<file path="src/rtl/hisse_alim_yurutucu.sv">
// hisse_alim_yurutucu: divides the balance by the unit price, issues a buy order and debits the balance on handshake; optional KOMISYON_EN
module hisse_alim_yurutucu #(
    parameter int NO_W     = 10,
    parameter int FIYAT_W  = 32,
    parameter int BAKIYE_W = 64,
    parameter int KOMISYON = 0
) (
    input  logic                clk,
    input  logic                rst,
    input  logic                bakiye_yukle,
    input  logic [BAKIYE_W-1:0] bakiye_giris,
    input  logic                karar_gecerli,
    output logic                karar_hazir,
    input  logic [NO_W-1:0]     karar_no,
    input  logic [FIYAT_W-1:0]  birim_fiyat,
    output logic                emir_gecerli,
    input  logic                emir_hazir,
    output logic [NO_W-1:0]     emir_hisse_no,
    output logic [BAKIYE_W-1:0] emir_adet,
    output logic [BAKIYE_W-1:0] emir_tutar,
    output logic [BAKIYE_W-1:0] bakiye_cikis,
    output logic                mesgul,
    output logic                hata,
    output logic                yetersiz
);
    localparam int SW = $clog2(BAKIYE_W);
    typedef enum logic [1:0] {BOS, BOL, EMIR} durum_t;
    durum_t durum, durum_n;
    logic [BAKIYE_W-1:0] bakiye, bolunen, bolum, kalan;
    logic [BAKIYE_W-1:0] kullanilabilir, bolen, kaydir, kalan_n, bolum_n;
    logic [NO_W-1:0]     no_r;
    logic [FIYAT_W-1:0]  fiyat_r;
    logic [SW-1:0]       sayac;
    logic                hata_r, yetersiz_r, kabul, buyuk, son, kom_yetersiz;
`ifdef KOMISYON_EN
    // the commission is reserved up front; the division only sees what is left
    assign kullanilabilir = bakiye - BAKIYE_W'(KOMISYON);
    assign kom_yetersiz   = bakiye <= BAKIYE_W'(KOMISYON);
`else
    assign kullanilabilir = bakiye;
    assign kom_yetersiz   = 1'b0;
`endif
    assign karar_hazir = (durum == BOS) && !bakiye_yukle;
    assign kabul       = karar_gecerli && karar_hazir;
    // one restoring step: bring in the next dividend bit, subtract when it fits
    assign bolen   = {{(BAKIYE_W-FIYAT_W){1'b0}}, fiyat_r};
    assign kaydir  = {kalan[BAKIYE_W-2:0], bolum[BAKIYE_W-1]};
    assign buyuk   = kaydir >= bolen;
    assign kalan_n = buyuk ? kaydir - bolen : kaydir;
    assign bolum_n = {bolum[BAKIYE_W-2:0], buyuk};
    assign son     = sayac == SW'(BAKIYE_W - 1);
    assign emir_gecerli  = durum == EMIR;
    assign emir_hisse_no = emir_gecerli ? no_r : '0;
    assign emir_adet     = emir_gecerli ? bolum : '0;
    assign emir_tutar    = emir_gecerli ? bolunen - kalan : '0;
    assign bakiye_cikis  = bakiye;
    assign mesgul        = durum != BOS;
    assign hata          = hata_r;
    assign yetersiz      = yetersiz_r;
    // state register
    always_ff @(posedge clk) begin
        if (rst) durum <= BOS;
        else     durum <= durum_n;
    end
    // next state: start dividing on a usable decision, order only when shares are affordable
    always_comb begin
        durum_n = durum;
        case (durum)
            BOS:     durum_n = (kabul && birim_fiyat != '0 && !kom_yetersiz) ? BOL : BOS;
            BOL:     durum_n = son ? (bolum_n != '0 ? EMIR : BOS) : BOL;
            EMIR:    durum_n = emir_hazir ? BOS : EMIR;
            default: durum_n = BOS;
        endcase
    end
    // balance, latched decision, divider datapath and status pulses
    always_ff @(posedge clk) begin
        if (rst) begin
            bakiye      <= '0;
            bolunen     <= '0;
            bolum       <= '0;
            kalan       <= '0;
            no_r        <= '0;
            fiyat_r     <= '0;
            sayac       <= '0;
            hata_r      <= 1'b0;
            yetersiz_r  <= 1'b0;
        end else begin
            hata_r     <= kabul && birim_fiyat == '0;
            yetersiz_r <= (kabul && birim_fiyat != '0 && kom_yetersiz) ||
                          (durum == BOL && son && bolum_n == '0);
            if (durum == BOS && bakiye_yukle) bakiye <= bakiye_giris;
            if (kabul) begin
                no_r    <= karar_no;
                fiyat_r <= birim_fiyat;
                bolunen <= kullanilabilir;
                bolum   <= kullanilabilir;
                kalan   <= '0;
                sayac   <= '0;
            end
            if (durum == BOL) begin
                bolum <= bolum_n;
                kalan <= kalan_n;
                sayac <= sayac + 1'b1;
            end
            if (durum == EMIR && emir_hazir) bakiye <= kalan;
        end
    end
endmodule
</file>
<file path="config.mk">
export PLATFORM = sky130hd
export DESIGN_NAME = hisse_alim_yurutucu
export DESIGN_NICKNAME = d
export VERILOG_FILES = /design/src/rtl/hisse_alim_yurutucu.sv
export SDC_FILE = /design/constraint.sdc
export NUM_CORES = 1
export LEC_CHECK = 0
export ABC_AREA = 1
export CAP_MARGIN = 20
export CORE_ASPECT_RATIO = 1.1
export CORE_MARGIN = 5
export CORE_UTILIZATION = 30
export DETAILED_ROUTE_END_ITERATION = 16
export MAX_ROUTING_LAYER = met4
export PLACE_DENSITY = 0.61
export SLEW_MARGIN = 25
export SYNTH_ARGS = -nofsm -noshare
export SYNTH_HDL_FRONTEND = slang
export SYNTH_SLANG_ARGS = --single-unit
</file>
<file path="constraint.sdc">
create_clock -name clk -period 3 [get_ports clk]
set_clock_uncertainty 0.1 [all_clocks]
set_input_delay 0.45 -clock clk [delete_from_list [all_inputs] [get_ports clk]]
set_output_delay 0.45 -clock clk [all_outputs]
set_load 0.02 [all_outputs]
</file>
Word-level counts from Yosys, hierarchy flattened. Cells that the tools add are included.

Register bits after elaboration: 308. Word-level logic and storage cells: 51.

Add/subtract/negate cells: 3. Magnitude comparators: 1. Equality and inequality tests: 3. Multiplexer cells: 17. Reductions and logical operators: 17.

Operator list (count): two-way mux 64 bit (9); greater-or-equal comparator 64 x 32 -> 1 bit (1); zero test 64 bit (1); nonzero test 64 bit (1); subtractor 64 x 32 -> 64 bit (1); subtractor 64 bit (1); zero test 32 bit (1); nonzero test 32 bit (1); two-way mux 6 bit (2); two-way mux 10 bit (1); logical AND 1 bit (8); adder 6 x 1 -> 6 bit (second input constant) (1); equality test 6 bit (second input constant) (1); two-way mux 2 bit (3); case mux 2 bit (3 select lines) (1); nonzero test 2 bit (3); equality test 2 x 1 -> 1 bit (second input constant) (1); equality test 2 bit (second input constant) (1); zero test 2 bit (1); zero test 1 bit (1); two-way mux 1 bit (1).

Logic depth before layout (Yosys ltp).
Word-level depth: 6. Mapped depth: 20. Depth with buffers taken out: 20.

Least setup slack after synthesis. No wires, ideal clock.

Kind: register to output. Start point: register kalan[0]. End point: output port emir_tutar[36]. Data arrival time: 2.344 ns. Required time: 2.450 ns. Path slack: 0.106 ns. Cell stages (with the launch flop): 17. Cells stage by stage: dfxtp_1 ha_1 inv_1 fa_1 nand2_1 nand2_1 o21ai_1 inv_1 nand2_1 nand2_1 a21oi_1 o21ai_0 nand2_1 nand2_1 nand2_1 nand2_1 nor2_1.

Longest elaborated chain between the ends: 2.

RTL lines: from (decl) (line 29) `logic [BAKIYE_W-1:0] bakiye, bolunen, bolum, kalan;`; from (signal assigned) (line 102) `kalan <= kalan_n;`; subtractor 64 bit (line 55) `assign emir_tutar = emir_gecerli ? bolunen - kalan : '0;`; two-way mux 64 bit (line 55); to (decl) (line 20) `output logic [BAKIYE_W-1:0] emir_tutar,`.

Every way passes these cells.

Final worst setup path.
Start point: register kalan[6]. End point: output port emir_tutar[63].

Same word-level chain as after synthesis.

==> flow_results.xml <==
<?xml version="1.0" encoding="UTF-8"?>
<metrics>
  <group name="sta">
    <metric name="maxSlewViolCount" unit="">0</metric>
    <metric name="rsz0062_at_grt" unit="">yes</metric>
    <metric name="worst_slew_pin_tran" unit="ps">1130</metric>
    <metric name="final_critical_path_setup_slack" unit="ps">-537</metric>
    <metric name="post-route-period-util" unit="%">118</metric>
    <metric name="relSlewSlack" unit="%">24.9</metric>
    <metric name="maximum_clock_frequency" unit="MHz">283</metric>
    <metric name="setup_viol" unit="">54</metric>
    <metric name="report.final.hold_viol_count" unit="">0</metric>
    <metric name="finalWorstPathRequiredPeriod" unit="ps">3540</metric>
  </group>
  <group name="critical_path">
    <metric name="timing.critical_path.arrival" unit="ps">2990</metric>
    <metric name="slowest_stage" unit="">sky130_fd_sc_hd__dfxtp_2</metric>
    <metric name="cp_num_buf_inv" unit="">7</metric>
    <metric name="worstSetupStartpointType" unit="">flop</metric>
    <metric name="cp_cell_sequence" unit="">inv_2, ha_4, a21oi_4, inv_2, nor2_4, nand2_4, buf_6, nand3_4, nand2_4, buf_6, nand2_2, nand2_2, buf_6, buf_4, nand3_4, a21oi_2, nor2_4, buf_6</metric>
    <metric name="worst_r2r_path_depth" unit="">16</metric>
    <metric name="critPathMaxStageDelay" unit="ps">350</metric>
    <metric name="path_max_fanout" unit="">3</metric>
    <metric name="crit_top_cell" unit="">sky130_fd_sc_hd__buf_6</metric>
    <metric name="cp_top_family" unit="">buffers and inverters</metric>
    <metric name="path_class" unit="">flop to primary output</metric>
    <metric name="cp_required" unit="ps">2450</metric>
    <metric name="worst-r2r-setup-slack" unit="ps">80</metric>
    <metric name="regToRegEndpoint" unit="">kalan[32]</metric>
    <metric name="crit_path_end_kind" unit="">primary output</metric>
    <metric name="crit-reg2reg-launch" unit="">bolum[63]</metric>
  </group>
  <group name="worst_hold_path">
    <metric name="timing.hold.worst_endpoint" unit="">bolunen[8]</metric>
    <metric name="worst_hold_path_type" unit="">input port to flop</metric>
    <metric name="hold-path-cell-count" unit="">2</metric>
    <metric name="holdCritStartpoint" unit="">rst</metric>
  </group>
  <group name="drt">
    <metric name="via_count" unit="">27100</metric>
    <metric name="initialDrtViolationCount" unit="">2641</metric>
    <metric name="antenna_left" unit="">0</metric>
    <metric name="drt-total-wl" unit="um">108000</metric>
    <metric name="first_pass_iters" unit="">8</metric>
    <metric name="wl_per_cell" unit="um">20.4</metric>
    <metric name="drcViolationCount" unit="">0</metric>
    <metric name="vias_per_cell" unit="">5.11</metric>
  </group>
  <group name="grt">
    <metric name="grt_antenna_before_repair" unit="">0</metric>
    <metric name="grt.overflow.total" unit="">0</metric>
    <metric name="grt_pass1_wl" unit="um">155000</metric>
    <metric name="maximum_number_of_pins_on_one_net_before_global_route_repair" unit="">187</metric>
    <metric name="first_global_vias" unit="">25500</metric>
    <metric name="gr-usage-all-layers" unit="%">26.6</metric>
  </group>
  <group name="floorplanning">
    <metric name="rows" unit="">103</metric>
    <metric name="floorplan.die.width" unit="um">265</metric>
    <metric name="io_pins" unit="">318</metric>
    <metric name="fp.dieArea" unit="um2">77200</metric>
    <metric name="fp.dieH" unit="um">291</metric>
    <metric name="core_region_area" unit="um2">71500</metric>
    <metric name="initial_core_util" unit="%">30.1</metric>
  </group>
  <group name="clocking">
    <metric name="tritoncts.num_buffers" unit="">36</metric>
    <metric name="htreeDepth" unit="">2</metric>
    <metric name="clk_latency" unit="ps">560</metric>
    <metric name="path_clk_slew" unit="ps">60</metric>
    <metric name="clock-root-buffer" unit="">sky130_fd_sc_hd__clkbuf_16</metric>
    <metric name="tritoncts_clock_tree" unit="">done</metric>
    <metric name="cts.hold.buffers_added" unit="">0</metric>
    <metric name="ctsLongestPathBuffers" unit="">3</metric>
    <metric name="cts_sinks" unit="">308</metric>
  </group>
  <group name="synthesis">
    <metric name="synth_cell_types" unit="">41</metric>
    <metric name="synthesis.instances" unit="">3607</metric>
    <metric name="register_bit_total_from_synthesis" unit="">308</metric>
    <metric name="yosys_warnings" unit="">0</metric>
    <metric name="synth.avg_cell_area" unit="um2">5.97</metric>
    <metric name="syn-cell-area" unit="um2">21500</metric>
    <metric name="yosysSeqAreaShare" unit="%">28.6</metric>
    <metric name="syn_nets" unit="">3816</metric>
  </group>
  <group name="cells_and_area">
    <metric name="drive_gt1_share" unit="%">28.6</metric>
    <metric name="num_antenna_cells" unit="">0</metric>
    <metric name="finish.net_count" unit="">4538</metric>
    <metric name="post-route-cell-area" unit="um2">33800</metric>
    <metric name="layout_overhead_on_the_synthesized_area" unit="%">57.0</metric>
  </group>
  <group name="flow_run">
    <metric name="max_cap_violations" unit="">0</metric>
  </group>
  <group name="placed_design">
    <metric name="place.detailed.hpwl" unit="um">82800</metric>
    <metric name="gpl.final_weighted_congestion" unit="">1.03</metric>
    <metric name="buffer_ports.inserted" unit="">317</metric>
    <metric name="place_area" unit="um2">28700</metric>
  </group>
  <group name="outcome">
    <metric name="status" unit="">finished with violations</metric>
    <metric name="violations" unit="">negative setup slack</metric>
  </group>
</metrics>
[worst max path at each step]
stage                          end  cells past startpoint       start
floorplan           emir_tutar[36]                     16    kalan[0]
global placement    emir_tutar[62]                     17  bolunen[0]
detailed placement  emir_tutar[62]                     17  bolunen[0]
CTS                 emir_tutar[48]                     18  bolunen[0]
global route        emir_tutar[40]                     15   kalan[25]
finish              emir_tutar[63]                     18    kalan[6]
[cells by family (layout without fill, tap and decap cells)]
logic type               count (synthesis)  in the layout  synth area share [%]
adder cells (fa/ha/maj)                 98             98                  5.77
flip-flops                             308            308                  28.6
buffers and inverters                  643           1389                  11.5
XOR/XNOR                                37             37                  1.51
AND/OR/NAND/NOR                       1829           1829                  34.3
AO/OA/AOI/OAI                          692            692                  18.3
[synth_stat cells]
cell,number,area share (%)
sky130_fd_sc_hd__and2_1,3,0.087
sky130_fd_sc_hd__inv_2,17,0.30
sky130_fd_sc_hd__ha_1,96,5.6
sky130_fd_sc_hd__nor3_4,1,0.076
sky130_fd_sc_hd__o21ai_0,162,3.8
sky130_fd_sc_hd__and3_1,2,0.058
sky130_fd_sc_hd__o211ai_1,12,0.42
sky130_fd_sc_hd__o211ai_2,18,1.0
sky130_fd_sc_hd__a21oi_1,340,7.9
sky130_fd_sc_hd__nand3b_1,1,0.035
sky130_fd_sc_hd__o21bai_1,26,0.91
sky130_fd_sc_hd__nand4_1,35,1.0
sky130_fd_sc_hd__xnor2_1,29,1.2
sky130_fd_sc_hd__nand2_2,5,0.15
sky130_fd_sc_hd__o21ai_1,2,0.046
sky130_fd_sc_hd__nor3_1,41,0.95
sky130_fd_sc_hd__xor2_1,8,0.33
sky130_fd_sc_hd__a31oi_1,84,2.4
sky130_fd_sc_hd__or2_2,1,0.029
sky130_fd_sc_hd__inv_1,491,8.6
sky130_fd_sc_hd__a21boi_0,10,0.35
sky130_fd_sc_hd__buf_1,12,0.21
sky130_fd_sc_hd__buf_6,6,0.31
sky130_fd_sc_hd__nand2_1,1105,19
sky130_fd_sc_hd__nor2b_1,1,0.029
sky130_fd_sc_hd__fa_1,2,0.19
sky130_fd_sc_hd__a21o_1,9,0.31
sky130_fd_sc_hd__nor2_1,413,7.2
sky130_fd_sc_hd__buf_2,17,0.40
sky130_fd_sc_hd__clkbuf_1,99,1.7
sky130_fd_sc_hd__o31ai_1,1,0.035
sky130_fd_sc_hd__nand3_1,196,4.6
sky130_fd_sc_hd__a221oi_1,4,0.16
sky130_fd_sc_hd__dfxtp_1,308,29
sky130_fd_sc_hd__nor4_1,19,0.55
sky130_fd_sc_hd__nor2_2,4,0.12
sky130_fd_sc_hd__clkinv_1,1,0.017
sky130_fd_sc_hd__o221ai_1,15,0.61
sky130_fd_sc_hd__o21a_1,9,0.31
sky130_fd_sc_hd__nor2_4,1,0.052
sky130_fd_sc_hd__nand3_4,1,0.081
[timing repair]
action | 4_1_cts | 5_1_grt
pin swaps | 130 | 137
setup buffers | 52 | 33
endpoints found under the setup margin | 62 | 80
gates resized for setup | 866 | 296
gates cloned | 0 | 2
[cell type report]
class	instances	area [um2]
Fill cell	7155	37700
Multi-Input combinational cell	2656	15800
Timing Repair Buffer	817	7330
Sequential cell	308	6230
Inverter	509	1960
Tap cell	945	1180
Clock buffer	48	1040
Clock inverter	14	218
Timing Repair inverter	1	7.51
[stage by stage]
step / worst slack, ps / TNS, ps / std cells / hold slack (ps) / utilization, %
floorplan: 106 / 0 / 3607 / 330 / -
global placement: -620 / -18370 / 5169 / 341 / 40.1
detailed placement: -625 / -19020 / 5169 / 342 / 40.1
CTS: -467 / -15530 / 5274 / 119 / 45.5
global route: -611 / -23290 / 5298 / 139 / 47.3
finish: -537 / -17580 / 5298 / 145 / 47.3
[cell usage in the layout, fill, tap and decap left out, drive strengths merged, types with 42 or more instances in the layout]
cell type,n
nand2,1110
buf,558
inv,506
nor2,418
a21oi,340
dfxtp,308
clkdlybuf4s50,254
nand3,197
o21ai,164
ha,96
a31oi,84
clkbuf,50
nor3,42
[worst reg2reg max path: cells and delay by family, from the launching register on]
family,cells,cell delay [ps]
buffers and inverters,3,380
flip-flops,1,380
AND/OR/NAND/NOR,10,1110
adder cells (fa/ha/maj),2,650
AO/OA/AOI/OAI,1,180
[per-layer routing]
layer	part of all wire [%]	track usage, %	wire, um
met5	0	-	0
met3	6.7	2.14	7220
met1	43	35.5	46100
met4	4.4	8.58	4810
met2	46	43.0	50100
[sequential cells by signal, summed over array words and instances (netlist names)]
register and cells:
bakiye_cikis 64, bolum 64, bolunen 64, durum 2, fiyat_r 32, hata 1
kalan 64, no_r 10, sayac 6, yetersiz 1
Power is left out: the tool's default activity adds up to more than one toggle a clock period on the data nets, which glitch-free logic cannot reach.
